<file path="config.mk">
export PLATFORM = sky130hd
export DESIGN_NAME = div_share_ctrl
export DESIGN_NICKNAME = d
export VERILOG_FILES = /design/src/rtl/div_pkg.sv /design/src/rtl/div_rr_arb.sv /design/src/rtl/div_share_ctrl.sv
export SDC_FILE = /design/constraint.sdc
export NUM_CORES = 1
export LEC_CHECK = 0
export BUFFER_PORTS_ARGS = -buffer_cell sky130_fd_sc_hd__buf_2
export CAP_MARGIN = 20
export CORE_MARGIN = 2
export CORE_UTILIZATION = 64
export CTS_CLUSTER_DIAMETER = 80
export DETAILED_ROUTE_END_ITERATION = 6
export GPL_ROUTABILITY_DRIVEN = 0
export PLACE_DENSITY = 0.95
export REMOVE_ABC_BUFFERS = 1
export SETUP_SLACK_MARGIN = 0.3
export SKIP_LAST_GASP = 1
export SYNTH_ARGS = -nofsm -noshare
export SYNTH_HDL_FRONTEND = slang
export SYNTH_SLANG_ARGS = --single-unit
</file>
<file path="constraint.sdc">
create_clock -name clk -period 72 [get_ports clk]
set_clock_uncertainty 0.1 [all_clocks]
set_input_delay 10.8 -clock clk [delete_from_list [all_inputs] [get_ports clk]]
set_output_delay 10.8 -clock clk [all_outputs]
set_load 0.005 [all_outputs]
</file>
<file path="src/rtl/div_pkg.sv">
// Shared definitions for the shared-divider controller: state encoding,
// datapath width and the error-counter saturation helper.
package div_pkg;

    localparam int         DIV_W   = 16;
    localparam logic [7:0] ERR_SAT = 8'hFF;

    // Controller states; IDLE must stay the all-zero code so busy is simply state != IDLE.
    typedef enum logic [1:0] {
        S_IDLE = 2'd0,
        S_CALC = 2'd1,
        S_RESP = 2'd2
    } state_t;

    // Increment that sticks at ERR_SAT instead of wrapping.
    function automatic logic [7:0] sat_inc(input logic [7:0] val);
        return (val == ERR_SAT) ? val : val + 8'd1;
    endfunction

endpackage

</file>
<file path="src/rtl/div_rr_arb.sv">
// Round-robin arbiter: grants the first active request at or after the
// pointer, wrapping from NREQ-1 back to 0. Purely combinational.
module div_rr_arb #(
    parameter int NREQ  = 4,
    parameter int PTR_W = $clog2(NREQ)
) (
    input  logic [NREQ-1:0]  i_req,
    input  logic [PTR_W-1:0] i_ptr,
    output logic [NREQ-1:0]  o_grant,
    output logic             o_any
);

    logic [PTR_W:0]   w_sum;
    logic [PTR_W-1:0] w_idx;

    // Scan the requests starting at the pointer; the first hit wins.
    always_comb begin
        o_grant = '0;
        o_any   = 1'b0;
        w_sum   = '0;
        w_idx   = '0;
        for (int k = 0; k < NREQ; k++) begin
            w_sum = {1'b0, i_ptr} + (PTR_W+1)'(k);
            if (w_sum >= (PTR_W+1)'(NREQ)) begin
                w_sum = w_sum - (PTR_W+1)'(NREQ);
            end
            w_idx = w_sum[PTR_W-1:0];
            if (!o_any && i_req[w_idx]) begin
                o_grant[w_idx] = 1'b1;
                o_any          = 1'b1;
            end
        end
    end

endmodule

</file>
<file path="src/rtl/div_share_ctrl.sv">
// Shares one combinational unsigned divider among NREQ requesters.
// Operands are latched on accept and held for SETTLE cycles (the divider is a
// multicycle path) before the quotient is registered and returned one-hot.
module div_share_ctrl
    import div_pkg::*;
#(
    parameter int NREQ   = 4,
    parameter int WIDTH  = DIV_W,
    parameter int SETTLE = 2
) (
    input  logic                  clk,
    input  logic                  rst_n,
    input  logic [NREQ-1:0]       req_valid,
    output logic [NREQ-1:0]       req_ready,
    input  logic [NREQ*WIDTH-1:0] req_num,
    input  logic [NREQ*WIDTH-1:0] req_den,
    output logic [NREQ-1:0]       rsp_valid,
    input  logic [NREQ-1:0]       rsp_ready,
    output logic [WIDTH-1:0]      rsp_quot,
    output logic                  rsp_err,
    output logic                  busy,
    output logic [7:0]            err_cnt
);

    localparam int PTR_W = $clog2(NREQ);
    localparam int CNT_W = (SETTLE > 1) ? $clog2(SETTLE) : 1;

    state_t           r_state;
    state_t           w_state_nxt;
    logic [PTR_W-1:0] r_ptr;
    logic [PTR_W-1:0] r_owner;
    logic [CNT_W-1:0] r_cnt;
    logic [WIDTH-1:0] r_num;
    logic [WIDTH-1:0] r_den;
    logic [WIDTH-1:0] r_quot;
    logic             r_err;
    logic [7:0]       r_err_cnt;

    logic [NREQ-1:0]  w_grant;
    logic             w_any;
    logic [PTR_W-1:0] w_win_idx;
    logic [WIDTH-1:0] w_sel_num;
    logic [WIDTH-1:0] w_sel_den;
    logic [WIDTH-1:0] w_div_q;
    logic [NREQ-1:0]  w_owner_oh;
    logic [PTR_W-1:0] w_ptr_nxt;
    logic             w_accept;
    logic             w_hs;
    logic             w_calc_done;

    div_rr_arb #(
        .NREQ  (NREQ),
        .PTR_W (PTR_W)
    ) u_arb (
        .i_req   (req_valid),
        .i_ptr   (r_ptr),
        .o_grant (w_grant),
        .o_any   (w_any)
    );

    // Encode the winner and mux its operands onto the accept path.
    always_comb begin
        w_win_idx = '0;
        w_sel_num = '0;
        w_sel_den = '0;
        for (int i = 0; i < NREQ; i++) begin
            if (w_grant[i]) begin
                w_win_idx = PTR_W'(i);
                w_sel_num = req_num[i*WIDTH +: WIDTH];
                w_sel_den = req_den[i*WIDTH +: WIDTH];
            end
        end
    end

    // The shared divider sees only the latched operands, so its inputs are
    // stable for the whole CALC window.
    assign w_div_q     = r_num / r_den;
    assign w_owner_oh  = NREQ'(1) << r_owner;
    assign w_ptr_nxt   = (r_owner == PTR_W'(NREQ-1)) ? '0 : r_owner + PTR_W'(1);
    assign w_calc_done = (r_state == S_CALC) && (r_cnt == '0);

    // State register.
    always_ff @(posedge clk or negedge rst_n) begin
        if (!rst_n) begin
            r_state <= S_IDLE;
        end else begin
            // NOTE: clocked state always uses non-blocking assignments so every
            // register samples pre-edge values regardless of block ordering.
            r_state <= w_state_nxt;
        end
    end

    // Next-state decode plus the handshake outputs that depend on state.
    always_comb begin
        // NOTE: every output of this block is defaulted first; a path that
        // forgot one would otherwise infer a latch.
        w_state_nxt = r_state;
        req_ready   = '0;
        rsp_valid   = '0;
        w_accept    = 1'b0;
        w_hs        = 1'b0;
        busy        = (r_state != S_IDLE);
        case (r_state)
            S_IDLE: begin
                req_ready = w_grant;
                if (w_any) begin
                    w_accept    = 1'b1;
                    w_state_nxt = (w_sel_den == '0) ? S_RESP : S_CALC;
                end
            end
            S_CALC: begin
                if (r_cnt == '0) begin
                    w_state_nxt = S_RESP;
                end
            end
            S_RESP: begin
                rsp_valid = w_owner_oh;
                if (rsp_ready[r_owner]) begin
                    w_hs        = 1'b1;
                    w_state_nxt = S_IDLE;
                end
            end
            default: begin
                w_state_nxt = S_IDLE;
            end
        endcase
    end

    // Operand capture, settle counter, quotient/error registers and rr pointer.
    always_ff @(posedge clk or negedge rst_n) begin
        if (!rst_n) begin
            // NOTE: the operand registers are reset along with the outputs; there
            // is no storage array here, so clearing everything is cheap and keeps
            // post-reset values deterministic.
            r_ptr     <= '0;
            r_owner   <= '0;
            r_cnt     <= '0;
            r_num     <= '0;
            r_den     <= '0;
            r_quot    <= '0;
            r_err     <= 1'b0;
            r_err_cnt <= '0;
        end else begin
            if (w_accept) begin
                r_num   <= w_sel_num;
                r_den   <= w_sel_den;
                r_owner <= w_win_idx;
                r_cnt   <= CNT_W'(SETTLE - 1);
                if (w_sel_den == '0) begin
                    r_quot    <= '1;
                    r_err     <= 1'b1;
                    r_err_cnt <= sat_inc(r_err_cnt);
                end
            end
            if (w_calc_done) begin
                r_quot <= w_div_q;
                r_err  <= 1'b0;
            end else if (r_state == S_CALC) begin
                r_cnt <= r_cnt - CNT_W'(1);
            end
            if (w_hs) begin
                r_ptr <= w_ptr_nxt;
            end
        end
    end

    assign rsp_quot = r_quot;
    assign rsp_err  = r_err;
    assign err_cnt  = r_err_cnt;

endmodule

</file>
======== Word level (Yosys, flattened, before mapping) ========
Index checks and enable logic that the tools add are counted.
cells by class
  $add $sub $neg .......................... 10
  divide/modulo/power cells ............... 1
  order comparisons ....................... 13
  eq/ne operators ......................... 7
  shifts and indexed selects .............. 1
  multiplexer cells ....................... 62
  bitwise logic cells ..................... 5
  reductions and logical operators ........ 19
operators with widths
  operator                                              count
  2-to-1 mux 16 bit                                     11
  2-to-1 mux 1 bit                                      24
  2-to-1 mux 4 bit                                      6
  2-to-1 mux 2 bit                                      11
  divider 16 x 16 -> 16 bit                             1
  logical NOT 16 bit                                    1
  < comparator 2 x 3 -> 1 bit (second input constant)   5
  bitwise OR 4 bit                                      3
  binary-select mux 1 bit (select 2 bit)                5
  >= comparator 3 bit (second input constant)           3
  adder 8 x 1 -> 8 bit (second input constant)          1
  demux 1 bit (select 2 bit)                            4
  == test 8 bit (second input constant)                 1
  >= comparator 2 x 1 -> 1 bit (second input constant)  4
  logical AND 1 bit                                     8
  subtractor 2 x 1 -> 2 bit (second input constant)     4
  adder 2 x 2 -> 3 bit (second input constant)          2
  one-hot mux 2 bit (3 select lines)                    1
  AND reduction 3 bit                                   2
  nonzero test 2 bit                                    3
  == test 2 bit (second input constant)                 2
  != test 2 bit (second input constant)                 2
  << shifter 1 x 2 -> 4 bit (first input constant)      1
  adder 2 x 1 -> 3 bit (second input constant)          1
  other kinds (9)                                       12
storage, ports and cells
  flip-flop bits (word level) ............. 64
  input port bits ......................... 138
  output and inout port bits .............. 34
  logic and storage cells ................. 127

======== Logic depth before layout (Yosys ltp) ========
Gate-level depths: netlist of the first run.
  depth in word-level cells ............... 22
  depth in mapped cells ................... 134
  gate-level depth less buffers ........... 128

======== Modules after synthesis ========
Synthesis of the first run repeated with hierarchy kept, for this count alone.
unflattened totals
  cell total of the unflattened synthesis .. 1404
  area total of the unflattened synthesis .. 10859.2 um2
modules (own cells, without submodules)
  module          instances  cells an instance  area each (um2)  sequential area each (um2)
  div_share_ctrl  1          1342               10351.2          1601.5
  div_rr_arb      1          62                 508.0            0.0

======== Least setup slack after synthesis of the first run ========
Ideal clock, no wire load.
  path type ............................... reg2reg
  from .................................... register r_den[13]
  to ...................................... register r_quot[0], in the netlist rsp_quot[0]
  library setup time ...................... 0.126 ns
  arrival time ............................ 26.726 ns
  required time ........................... 71.774 ns
  slack ................................... 45.048 ns
  cell stages (with the launch flop) ...... 123
  buffers on the path ..................... 8
  clock period less this slack ............ 26.952 ns
  cells stage by stage .................... dfrtp_1 > nor4_2 > nand4_1 > nor2_1 > clkbuf_1 > a31oi_1 > a31oi_1 > ha_1 > o21a_1 > o211a_1 > nand2_1 > o31ai_1 > ha_1 > o211ai_1 > a31oi_1 > nand2_1 > a21o_1 > ha_1 > [... 87 more ...] > a21o_1 > a21oi_1 > o21ai_0 > a41o_1 > o31a_1 > o31ai_1 > clkbuf_1 > o21ai_0 > ha_1 > a21o_1 > a21o_1 > a21o_1 > a21o_1 > a21oi_1 > nor2b_1 > o21ai_0 > a2111oi_0 > o32a_1
on the way
  longest elaborated chain between the ends .. 2
ends and longest elaborated chain
  what                       line                   source
  start: declaration         div_share_ctrl.sv:34   logic [WIDTH-1:0] r_den;
  start signal: assignment   div_share_ctrl.sv:146  r_den <= w_sel_den;
  divider 16 x 16 -> 16 bit  div_share_ctrl.sv:77   assign w_div_q = r_num / r_den;
  2-to-1 mux 16 bit          div_share_ctrl.sv:155  if (w_calc_done) begin
  end signal: assignment     div_share_ctrl.sv:156  r_quot <= w_div_q;
  end: declaration           div_share_ctrl.sv:35   logic [WIDTH-1:0] r_quot;
No other way between the ends.
A chain may end at the register's enable or synchronous reset.

======== Worst setup path in the final report of the first run ========
  from .................................... register r_den[14]
  to ...................................... register r_quot[0], in the netlist rsp_quot[0]
The elaborated chain is that of the path after synthesis.

==> metrics, run 1 <==
number of antenna violations at the first check in global routing 1; total global-route track usage a little over two fifths; post-route insts no fill about 1800; Die Footprint 18100 sq um; # Max-Cap Violations 0; total via count after detailed routing around 13000; starting density of the core ~66%; die extent in x about 130 um; worst slew margin relative to its limit 18.6%; largest net degree at the start of global routing approximately 70; number of distinct library cells after synthesis 83; crit-path max cell delay between 800 and 900 ps; class of the tightest hold or removal check reg2reg; syn avg cell area 7.56 sq um; Post-Route Utilization 73.9%; Post-Route WL a little under 40 mm; Routed Antenna Nets 0; slowest cell on the critical path sky130_fd_sc_hd__a21oi_1; io pins roughly 170; endpoint kind of the worst setup timing path register; number of iterations in the first detailed-routing pass 7; row count between 40 and 50; most numerous cell on the critical path sky130_fd_sc_hd__ha_1; number of register bits inferred by synthesis between 60 and 70; first-pass GRT wire length just over 60 mm; Hold Fails Final Rpt 0; dominant cell by count in the synthesized netlist sky130_fd_sc_hd__ha_1; shortest period the worst path allows 33240 ps; CTS tree built; hold buffers post-CTS 0; setup repair bufs after CTS 0; number of H-tree levels 3; Post-DP Area 11900 sq um; post-detail-place hpwl 28.9 mm; share of the synthesized area in the top cell type ~17%; Fin Setup TNS 0 ps; type of origin of the critical path register; unrepaired setup endpoints after global routing no; number of pins with negative max-slew slack in the final report 0; slew at the pin closest to its max-slew limit approximately 1200 ps; status finished, violations left; clock buffer count from CTS 9; share of synthesized area occupied by flip-flops and latches between 10% and 20%; total setup violations reported at the end of the flow 0; number of global-route vias before repair ~12000; clock-pin slew reported for the worst setup and hold paths after clock tree synthesis ~60 ps; maximum clock rate between 30 and 40 MHz; global route total overflow 0; total number of yosys warnings 0; combined area of all synthesized cells ~11000 sq um; required time reported for the critical path endpoint around 70000 ps; drt drc 2; Post-Syn Instances 1439; share of the clock period used by the worst path after layout approximately 46%; number of nets at the end of the flow about 1900; Die Height 134 um; largest buffer count on any clock path 2; Core Area about 17000 sq um; largest driver fanout on the critical path 19; cell total after placement approximately 1800; fraction of layout instances using a drive strength above 1 approximately 18%; most frequent cells after synthesis sky130_fd_sc_hd__ha_1, sky130_fd_sc_hd__nand2_1, sky130_fd_sc_hd__nor2_1, sky130_fd_sc_hd__a21oi_1, sky130_fd_sc_hd__o21ai_0; clock tree root buffer cell sky130_fd_sc_hd__clkbuf_16; Worst Path Class, Setup reg2reg; TritonCTS Sinks 64; number of cells upsized or downsized after cts 0; share of flip-flops with an asynchronous set or reset after synthesis between 90% and 100%; EDFF count, synth 0; largest cells by area after synthesis sky130_fd_sc_hd__ha_1, sky130_fd_sc_hd__dfrtp_1, sky130_fd_sc_hd__a21oi_1; area of all placed cells without fillers approximately 12000 sq um; quantity of I/O buffers inserted on ports about 170; violated checks DRC; worst-skew pair later-pin latency 370 ps; area overhead of the layout relative to synthesis 12.6%; mean number of vias per cell between 7 and 8; Post-synth top flop sky130_fd_sc_hd__dfrtp_1; endpoint arrival time on the critical path about 33000 ps; average wire per cell in the routed design 21.7 um; initial drt markers 1885; post-synthesis cell type with the largest combined area sky130_fd_sc_hd__ha_1
-- flip-flops by register name, summed over array words and instances (netlist names) --
| signal | cells |
|---|---|
| r_den | 16 |
| r_ptr | 2 |
| rsp_quot | 16 |
| err_cnt | 8 |
| r_owner | 2 |
| r_state | 2 |
| r_cnt | 1 |
| r_num | 16 |
| rsp_err | 1 |
-- metal layers --
layer | share of wire (%) | GRT usage [%] | wire (um) | vias up
met4 | 7.4 | 30.8 | 2880 | 0
li1 | - | - | - | 5747
met5 | 0 | 0 | 0 | -
met3 | 13 | 11.0 | 5140 | 292
met2 | 44 | 67.3 | 17100 | 1100
met1 | 36 | 50.1 | 13900 | 5967
-- cell type report --
class	instances	area [sq um]
multi-input combinational	1246	8820
fill	1186	4330
sequential	64	1600
timing repair buffer	185	961
tap	220	275
inverter	65	244
clock buffer	11	243
clock inverter	5	104
antenna	1	2.50
-- path summary, 6_finish.rpt --
check / endpoint / cells after the start / slack, ps / start
max in group asynchronous: rsp_err$_DFFE_PN0P_ / 2 / 60690 / rst_n
worst max register to register: rsp_quot[0]$_DFFE_PN0P_ / 122 / 38760 / r_den[14]$_DFFE_PN0P_
worst min-delay path: rsp_err$_DFFE_PN0P_ / 1 / 400 / rsp_err$_DFFE_PN0P_
worst max-delay path: rsp_quot[0]$_DFFE_PN0P_ / 122 / 38760 / r_den[14]$_DFFE_PN0P_
worst min register to register: rsp_err$_DFFE_PN0P_ / 1 / 400 / rsp_err$_DFFE_PN0P_
min in group asynchronous: r_ptr[1]$_DFFE_PN0P_ / 2 / 10530 / rst_n
-- cell families (layout without fill, tap and decap cells) --
family | Yosys count | after routing | synth area share, %
and+or+nand+nor | 501 | 501 | 22.8
xor gates and xnor gates | 54 | 54 | 4.35
muxes | 37 | 37 | 4.24
buffers and inverters | 129 | 266 | 4.76
adders and majority gates | 147 | 147 | 16.9
AOI/OAI and AO/OA | 507 | 507 | 32.3
DFF | 64 | 64 | 14.7
other | 0 | 1 | 0
-- critical path, delay by kind of cell, from the launching register on --
family	cells	cell delay (ps)
DFF	1	460
AOI/OAI and AO/OA	69	18940
buffers and inverters	8	1220
adders and majority gates	15	4790
and+or+nand+nor	29	7140
muxes	1	430
-- stage by stage --
step / hold slack, ps / worst slack [ps]
2_1_floorplan: 346 / 43420
3_3_place_gp: 361 / 42160
3_5_place_dp: 375 / 40530
4_1_cts: 393 / 40140
5_1_grt: 407 / 37120
6_report: 401 / 38760
-- placed cells by master, fill, tap and decap left out, types with 9 or more instances in the layout --
cell,instances
sky130_fd_sc_hd__nor2_1,122
sky130_fd_sc_hd__mux2_2,23
sky130_fd_sc_hd__a22oi_2,9
sky130_fd_sc_hd__nand2_1,125
sky130_fd_sc_hd__o31ai_1,11
sky130_fd_sc_hd__o211ai_1,19
sky130_fd_sc_hd__nor3_1,69
sky130_fd_sc_hd__a31oi_1,24
sky130_fd_sc_hd__a21oi_1,101
sky130_fd_sc_hd__buf_2,171
sky130_fd_sc_hd__xnor2_1,20
sky130_fd_sc_hd__dfrtp_1,64
sky130_fd_sc_hd__clkbuf_16,9
sky130_fd_sc_hd__and2_1,14
sky130_fd_sc_hd__a211oi_1,28
sky130_fd_sc_hd__nand3_1,29
sky130_fd_sc_hd__o21a_1,45
sky130_fd_sc_hd__buf_4,14
sky130_fd_sc_hd__xor2_1,34
sky130_fd_sc_hd__or2_2,15
sky130_fd_sc_hd__a221oi_1,33
sky130_fd_sc_hd__and3_1,13
sky130_fd_sc_hd__a21o_1,43
sky130_fd_sc_hd__nor2b_1,11
sky130_fd_sc_hd__or3_1,23
sky130_fd_sc_hd__ha_1,147
sky130_fd_sc_hd__inv_1,64
sky130_fd_sc_hd__nand4_1,15
sky130_fd_sc_hd__nor4_1,13
sky130_fd_sc_hd__nand2b_1,14
sky130_fd_sc_hd__mux2i_1,9
sky130_fd_sc_hd__o21ai_0,90
Power of run 1 is left out: the tool's default activity adds up to more than one toggle a clock period on the data nets, which glitch-free logic cannot reach.
==> run 2, diff against run 1 <==
--- a/config.mk
+++ b/config.mk
@@ -8,11 +8,11 @@
 export BUFFER_PORTS_ARGS = -buffer_cell sky130_fd_sc_hd__buf_2
 export CAP_MARGIN = 20
 export CORE_MARGIN = 2
-export CORE_UTILIZATION = 64
+export CORE_UTILIZATION = 54
 export CTS_CLUSTER_DIAMETER = 80
 export DETAILED_ROUTE_END_ITERATION = 6
 export GPL_ROUTABILITY_DRIVEN = 0
-export PLACE_DENSITY = 0.95
+export PLACE_DENSITY = 0.86
 export REMOVE_ABC_BUFFERS = 1
 export SETUP_SLACK_MARGIN = 0.3
 export SKIP_LAST_GASP = 1
==> constraint.sdc (replaced) <==
create_clock -name clk -period 29.9 [get_ports clk]
set_clock_uncertainty 0.1 [all_clocks]
set_input_delay 4.485 -clock clk [delete_from_list [all_inputs] [get_ports clk]]
set_output_delay 4.485 -clock clk [all_outputs]
set_load 0.005 [all_outputs]
==> metrics, run 2 (same netlist as run 1, synthesis figures left out) <==
shortest period the worst path allows 28540 ps (-4700 ps); area overhead of the layout relative to synthesis 16.3%; io pins 172 (unchanged); TritonCTS Sinks 64 (unchanged); area of all placed cells without fillers 12700 sq um (+3.3%); status finished, violations left; number of pins with negative max-slew slack in the final report 0 (unchanged); hold slack 394 ps (-6.63 ps); endpoint arrival time on the critical path 28680 ps (-4700 ps); share of the clock period used by the worst path after layout 95.5% (+49 points); violated checks DRC; unrepaired setup endpoints after global routing no; Worst Path Class, Setup reg2reg; initial drt markers 1450 (-23%); endpoint kind of the worst setup timing path register; total via count after detailed routing 12700 (-2.9%); worst slew margin relative to its limit 24.7% (+6.1 points); Post-DP Area 12000 sq um (+1.2%); Hold Crit Endpoint rsp_err$_DFFE_PN0P_; class of the tightest hold or removal check reg2reg; Routed Antenna Nets 0 (unchanged); quantity of I/O buffers inserted on ports 171 (unchanged); slowest cell on the critical path sky130_fd_sc_hd__a2111oi_2; die extent in x 146 um (+8.6%); flip-flop and latch area 1600 sq um (unchanged); most numerous cell on the critical path sky130_fd_sc_hd__ha_1; starting density of the core 55.6% (-10 points); number of global-route vias before repair 11900 (-4.5%); Filler Cell Count 1611 (+36%); r2r startpoint r_den[14]$_DFFE_PN0P_; Register-to-Register Path Depth 125 (+2.5%); first-pass GRT wire length 59.8 mm (-3.1%); row count 51 (+8.5%); mean number of vias per cell 6.82 (-6.5%); drt drc 1 (-1); post-detail-place hpwl 28.0 mm (-3.0%); largest net degree at the start of global routing 68 (unchanged); start point of the critical path r_den[14]$_DFFE_PN0P_; Fin Setup TNS 0 ps (unchanged); combined area of the multi-input logic cells 8990 sq um (+1.9%); average wire per cell in the routed design 20.5 um (-5.6%); CTS tree built; clock tree root buffer cell sky130_fd_sc_hd__clkbuf_16; number of H-tree levels 3 (unchanged); crit-path max cell delay 550 ps (-260 ps); fraction of layout instances using a drive strength above 1 20.5% (+2.9 points); global route total overflow 0 (unchanged); startpoint of the most critical hold path rsp_err$_DFFE_PN0P_; Core Area 19600 sq um (+18%); number of antenna violations at the first check in global routing 1 (unchanged); destination of the worst register-to-register timing path rsp_quot[0]$_DFFE_PN0P_; largest buffer count on any clock path 2 (unchanged); type of origin of the critical path register; largest driver fanout on the critical path 16 (-3); Die Height 146 um (+8.6%); # Max-Cap Violations 0 (unchanged); Min-Delay Path Depth 1 (unchanged); maximum clock rate 35.0 MHz (+16%); number of nets at the end of the flow 1880 (+1.3%); required time reported for the critical path endpoint 30040 ps (-42110 ps); clock buffer count from CTS 9 (unchanged); leading cell types in the layout, fill and taps excluded sky130_fd_sc_hd__buf_2, sky130_fd_sc_hd__ha_1, sky130_fd_sc_hd__nand2_1; worst-skew pair later-pin latency 360 ps (about the same); number of iterations in the first detailed-routing pass 7 (unchanged); Die Footprint 21300 sq um (+18%); clock-pin slew reported for the worst setup and hold paths after clock tree synthesis 60 ps (about the same); total setup violations reported at the end of the flow 0 (unchanged); register-to-register setup slack 1360 ps (-37400 ps); most common cell after layout, fill and taps aside sky130_fd_sc_hd__buf_2; Hold Fails Final Rpt 0 (unchanged); slew at the pin closest to its max-slew limit 1130 ps (-91.2 ps); total global-route track usage 34.3% (-8.3 points); Post-Route WL 38.3 mm (-1.9%)
[run 2: critical path, delay by kind of cell (launching register included)]
| kind | cells | cell delay, ps |
|---|---|---|
| multiplexers | 2 | 660 |
| AO/OA/AOI/OAI | 70 | 15160 |
| adder cells (fa/ha/maj) | 15 | 4840 |
| flip-flops | 1 | 480 |
| buffers and inverters | 11 | 1790 |
| AND/OR/NAND/NOR | 27 | 5370 |
[run 2: metal layers]
metal | vias up | global-route usage (%) | wire length (um)
li1 | 5798 | - | -
met1 | 5846 | 43.7 | 15100
met2 | 894 | 56.2 | 17200
met3 | 184 | 5.27 | 3810
met4 | 0 | 18.3 | 2140
met5 | - | 0 | 0
[run 2: worst max path at each step]
stage	end	slack (ps)	cells after the start
final	rsp_quot[0]$_DFFE_PN0P_	1360	125
after global placement	rsp_quot[0]$_DFFE_PN0P_	1280	118
after CTS	rsp_quot[0]$_DFFE_PN0P_	340	120
after detailed placement	rsp_quot[0]$_DFFE_PN0P_	-260	118
after global routing	rsp_quot[0]$_DFFE_PN0P_	30	125
after floorplan	rsp_quot[0]$_DFFE_PN0P_	1320	113
[run 2: final cells by class]
cell class,instances,area share [%]
clock inverters,6,0.910
repair buffers,209,9.02
multi-input cells,1246,71.0
well taps,265,2.62
clock buffers,10,1.81
flip-flops and latches,64,12.7
inverters,65,1.93
diodes,1,0.0198
[run 2: stage by stage]
stage	setup slack (ps)	instances	util (%)
after floorplan	1320	1375	-
after global placement	1280	1835	61.5
after detailed placement	-255	1835	61.5
after CTS	339	1853	63.4
after global routing	27.4	1866	64.6
final	1360	1866	64.6
[run 2: timing repair]
action / in CTS / in global routing
hold buffers: 0 / 0
setup endpoints to repair: 1 / 2
resized for setup: 6 / 33
pin swaps: 1 / 9
setup buffers: 2 / 11
Power of run 2 is left out for the same reason.
==> run 3, diff against run 2 <==
--- a/config.mk
+++ b/config.mk
@@ -9,6 +9,7 @@
 export CAP_MARGIN = 20
 export CORE_MARGIN = 2
 export CORE_UTILIZATION = 54
+export CTS_BUF_LIST = sky130_fd_sc_hd__clkbuf_8 sky130_fd_sc_hd__clkbuf_16
 export CTS_CLUSTER_DIAMETER = 80
 export DETAILED_ROUTE_END_ITERATION = 6
 export GPL_ROUTABILITY_DRIVEN = 0
==> metrics, run 3 (same netlist as run 1, synthesis figures left out) <==
post-detail-place hpwl 28.0 mm (unchanged); unrepaired setup endpoints after global routing no; Core Area 19600 sq um (unchanged); number of nets at the end of the flow 1880 (unchanged); Post-DP Area 12000 sq um (unchanged); Routed Antenna Nets 0 (unchanged); number of pins with negative max-slew slack in the final report 0 (unchanged); shortest period the worst path allows 28540 ps (-0.190 ps); total via count after detailed routing 12700 (unchanged); startpoint of the most critical hold path rsp_err$_DFFE_PN0P_; area of all placed cells without fillers 12700 sq um (unchanged); quantity of I/O buffers inserted on ports 171 (unchanged); most common cell after layout, fill and taps aside sky130_fd_sc_hd__buf_2; r2r startpoint r_den[14]$_DFFE_PN0P_; Min-Delay Path Depth 1 (unchanged); destination of the worst register-to-register timing path rsp_quot[0]$_DFFE_PN0P_; drt drc 1 (unchanged); first-pass GRT wire length 59.8 mm (unchanged); required time reported for the critical path endpoint 30040 ps (about the same); Hold Crit Endpoint rsp_err$_DFFE_PN0P_; endpoint arrival time on the critical path 28680 ps (about the same); number of antenna violations at the first check in global routing 1 (unchanged); maximum clock rate 35.0 MHz (about the same); CTS tree built; global route total overflow 0 (unchanged); die extent in x 146 um (unchanged); worst slew margin relative to its limit 24.7% (unchanged); mean number of vias per cell 6.82 (unchanged); Hold Fails Final Rpt 0 (unchanged); post-route insts no fill 1866 (unchanged); total setup violations reported at the end of the flow 0 (unchanged); violated checks DRC; largest driver fanout on the critical path 16 (unchanged); number of iterations in the first detailed-routing pass 7 (unchanged); clock-pin slew reported for the worst setup and hold paths after clock tree synthesis 60 ps (about the same); endpoint kind of the worst setup timing path register; area overhead of the layout relative to synthesis 16.3% (unchanged); slew at the pin closest to its max-slew limit 1130 ps (unchanged); largest buffer count on any clock path 2 (unchanged); hold buffers post-CTS 0 (unchanged); largest net degree at the start of global routing 68 (unchanged); starting density of the core 55.6% (unchanged); slowest cell on the critical path sky130_fd_sc_hd__a2111oi_2; class of the tightest hold or removal check reg2reg; number of global-route vias before repair 11900 (unchanged); fraction of layout instances using a drive strength above 1 20.5% (unchanged); share of the clock period used by the worst path after layout 95.5% (about the same); row count 51 (unchanged); Die Height 146 um (unchanged); clock buffer count from CTS 9 (unchanged); Die Footprint 21300 sq um (unchanged); total global-route track usage 34.3% (unchanged); clock tree root buffer cell sky130_fd_sc_hd__clkbuf_16; io pins 172 (unchanged); number of H-tree levels 3 (unchanged); register-to-register setup slack 1360 ps (about the same); Register-to-Register Path Depth 125 (unchanged); Post-Route WL 38.3 mm (unchanged); most numerous cell on the critical path sky130_fd_sc_hd__ha_1; leading cell types in the layout, fill and taps excluded sky130_fd_sc_hd__buf_2, sky130_fd_sc_hd__ha_1, sky130_fd_sc_hd__nand2_1; TritonCTS Sinks 64 (unchanged); cell total after placement 1835 (unchanged); worst-skew pair later-pin latency 360 ps (about the same); crit-path max cell delay 550 ps (about the same); # Max-Cap Violations 0 (unchanged); average wire per cell in the routed design 20.5 um (unchanged); Worst Path Class, Setup reg2reg; type of origin of the critical path register; initial drt markers 1450 (unchanged); status finished, violations left
run 3: cell types whose count changed in the layout (fill, tap and decap cells not counted), sizes merged:
cell    change
inv         +1
clkbuf      -1
run 3: worst max path at each step:
| stage | from | end | slack, ps | cells after the start |
|---|---|---|---|---|
| 2_1_floorplan | r_den[13]$_DFFE_PN0P_ | rsp_quot[0]$_DFFE_PN0P_ | 1320 | 113 |
| 3_3_place_gp | r_den[13]$_DFFE_PN0P_ | rsp_quot[0]$_DFFE_PN0P_ | 1280 | 118 |
| 3_5_place_dp | r_den[13]$_DFFE_PN0P_ | rsp_quot[0]$_DFFE_PN0P_ | -260 | 118 |
| 4_1_cts | r_den[14]$_DFFE_PN0P_ | rsp_quot[0]$_DFFE_PN0P_ | 340 | 120 |
| 5_1_grt | r_den[14]$_DFFE_PN0P_ | rsp_quot[0]$_DFFE_PN0P_ | 30 | 125 |
| 6_report | r_den[14]$_DFFE_PN0P_ | rsp_quot[0]$_DFFE_PN0P_ | 1360 | 125 |
run 3: cell type report:
cell class                 instances  area, sq um
inverter                          65          244
tap                              265          332
clock inverter                     7          119
fill                            1611         6940
multi-input combinational       1246         8990
antenna                            1         2.50
clock buffer                       9          225
sequential                        64         1600
timing repair buffer             209         1140
run 3: worst max-delay path, delay by kind of cell (launching register included):
kind,cells,cell delay [ps]
AOI/OAI and AO/OA,70,15160
buffers and inverters,11,1790
DFF,1,480
adders and majority gates,15,4840
and+or+nand+nor,27,5370
muxes,2,660
run 3: layer usage:
| metal | GRT usage, % | vias to the layer above | wire length [um] |
|---|---|---|---|
| li1 | - | 5798 | - |
| met5 | 0 | - | 0 |
| met2 | 56.2 | 894 | 17200 |
| met4 | 18.3 | 0 | 2140 |
| met3 | 5.27 | 184 | 3810 |
| met1 | 43.7 | 5846 | 15100 |
run 3: repair_timing:
action / in CTS / in global routing
buffers inserted: 2 / 11
hold endpoints to repair: 0 / 0
pin swaps: 1 / 9
setup endpoints to repair: 1 / 2
resized for setup: 6 / 33
run 3: per-stage QoR:
step | setup WS [ps] | setup TNS [ps] | hold slack (ps) | util (%)
6_report | 1360 | 0 | 394 | 64.6
5_1_grt | 27.7 | 0 | 402 | 64.6
4_1_cts | 339 | 0 | 386 | 63.4
3_5_place_dp | -255 | -255 | 375 | 61.5
3_3_place_gp | 1280 | 0 | 371 | 61.5
2_1_floorplan | 1320 | 0 | 346 | -
Power of run 3 is left out for the same reason.
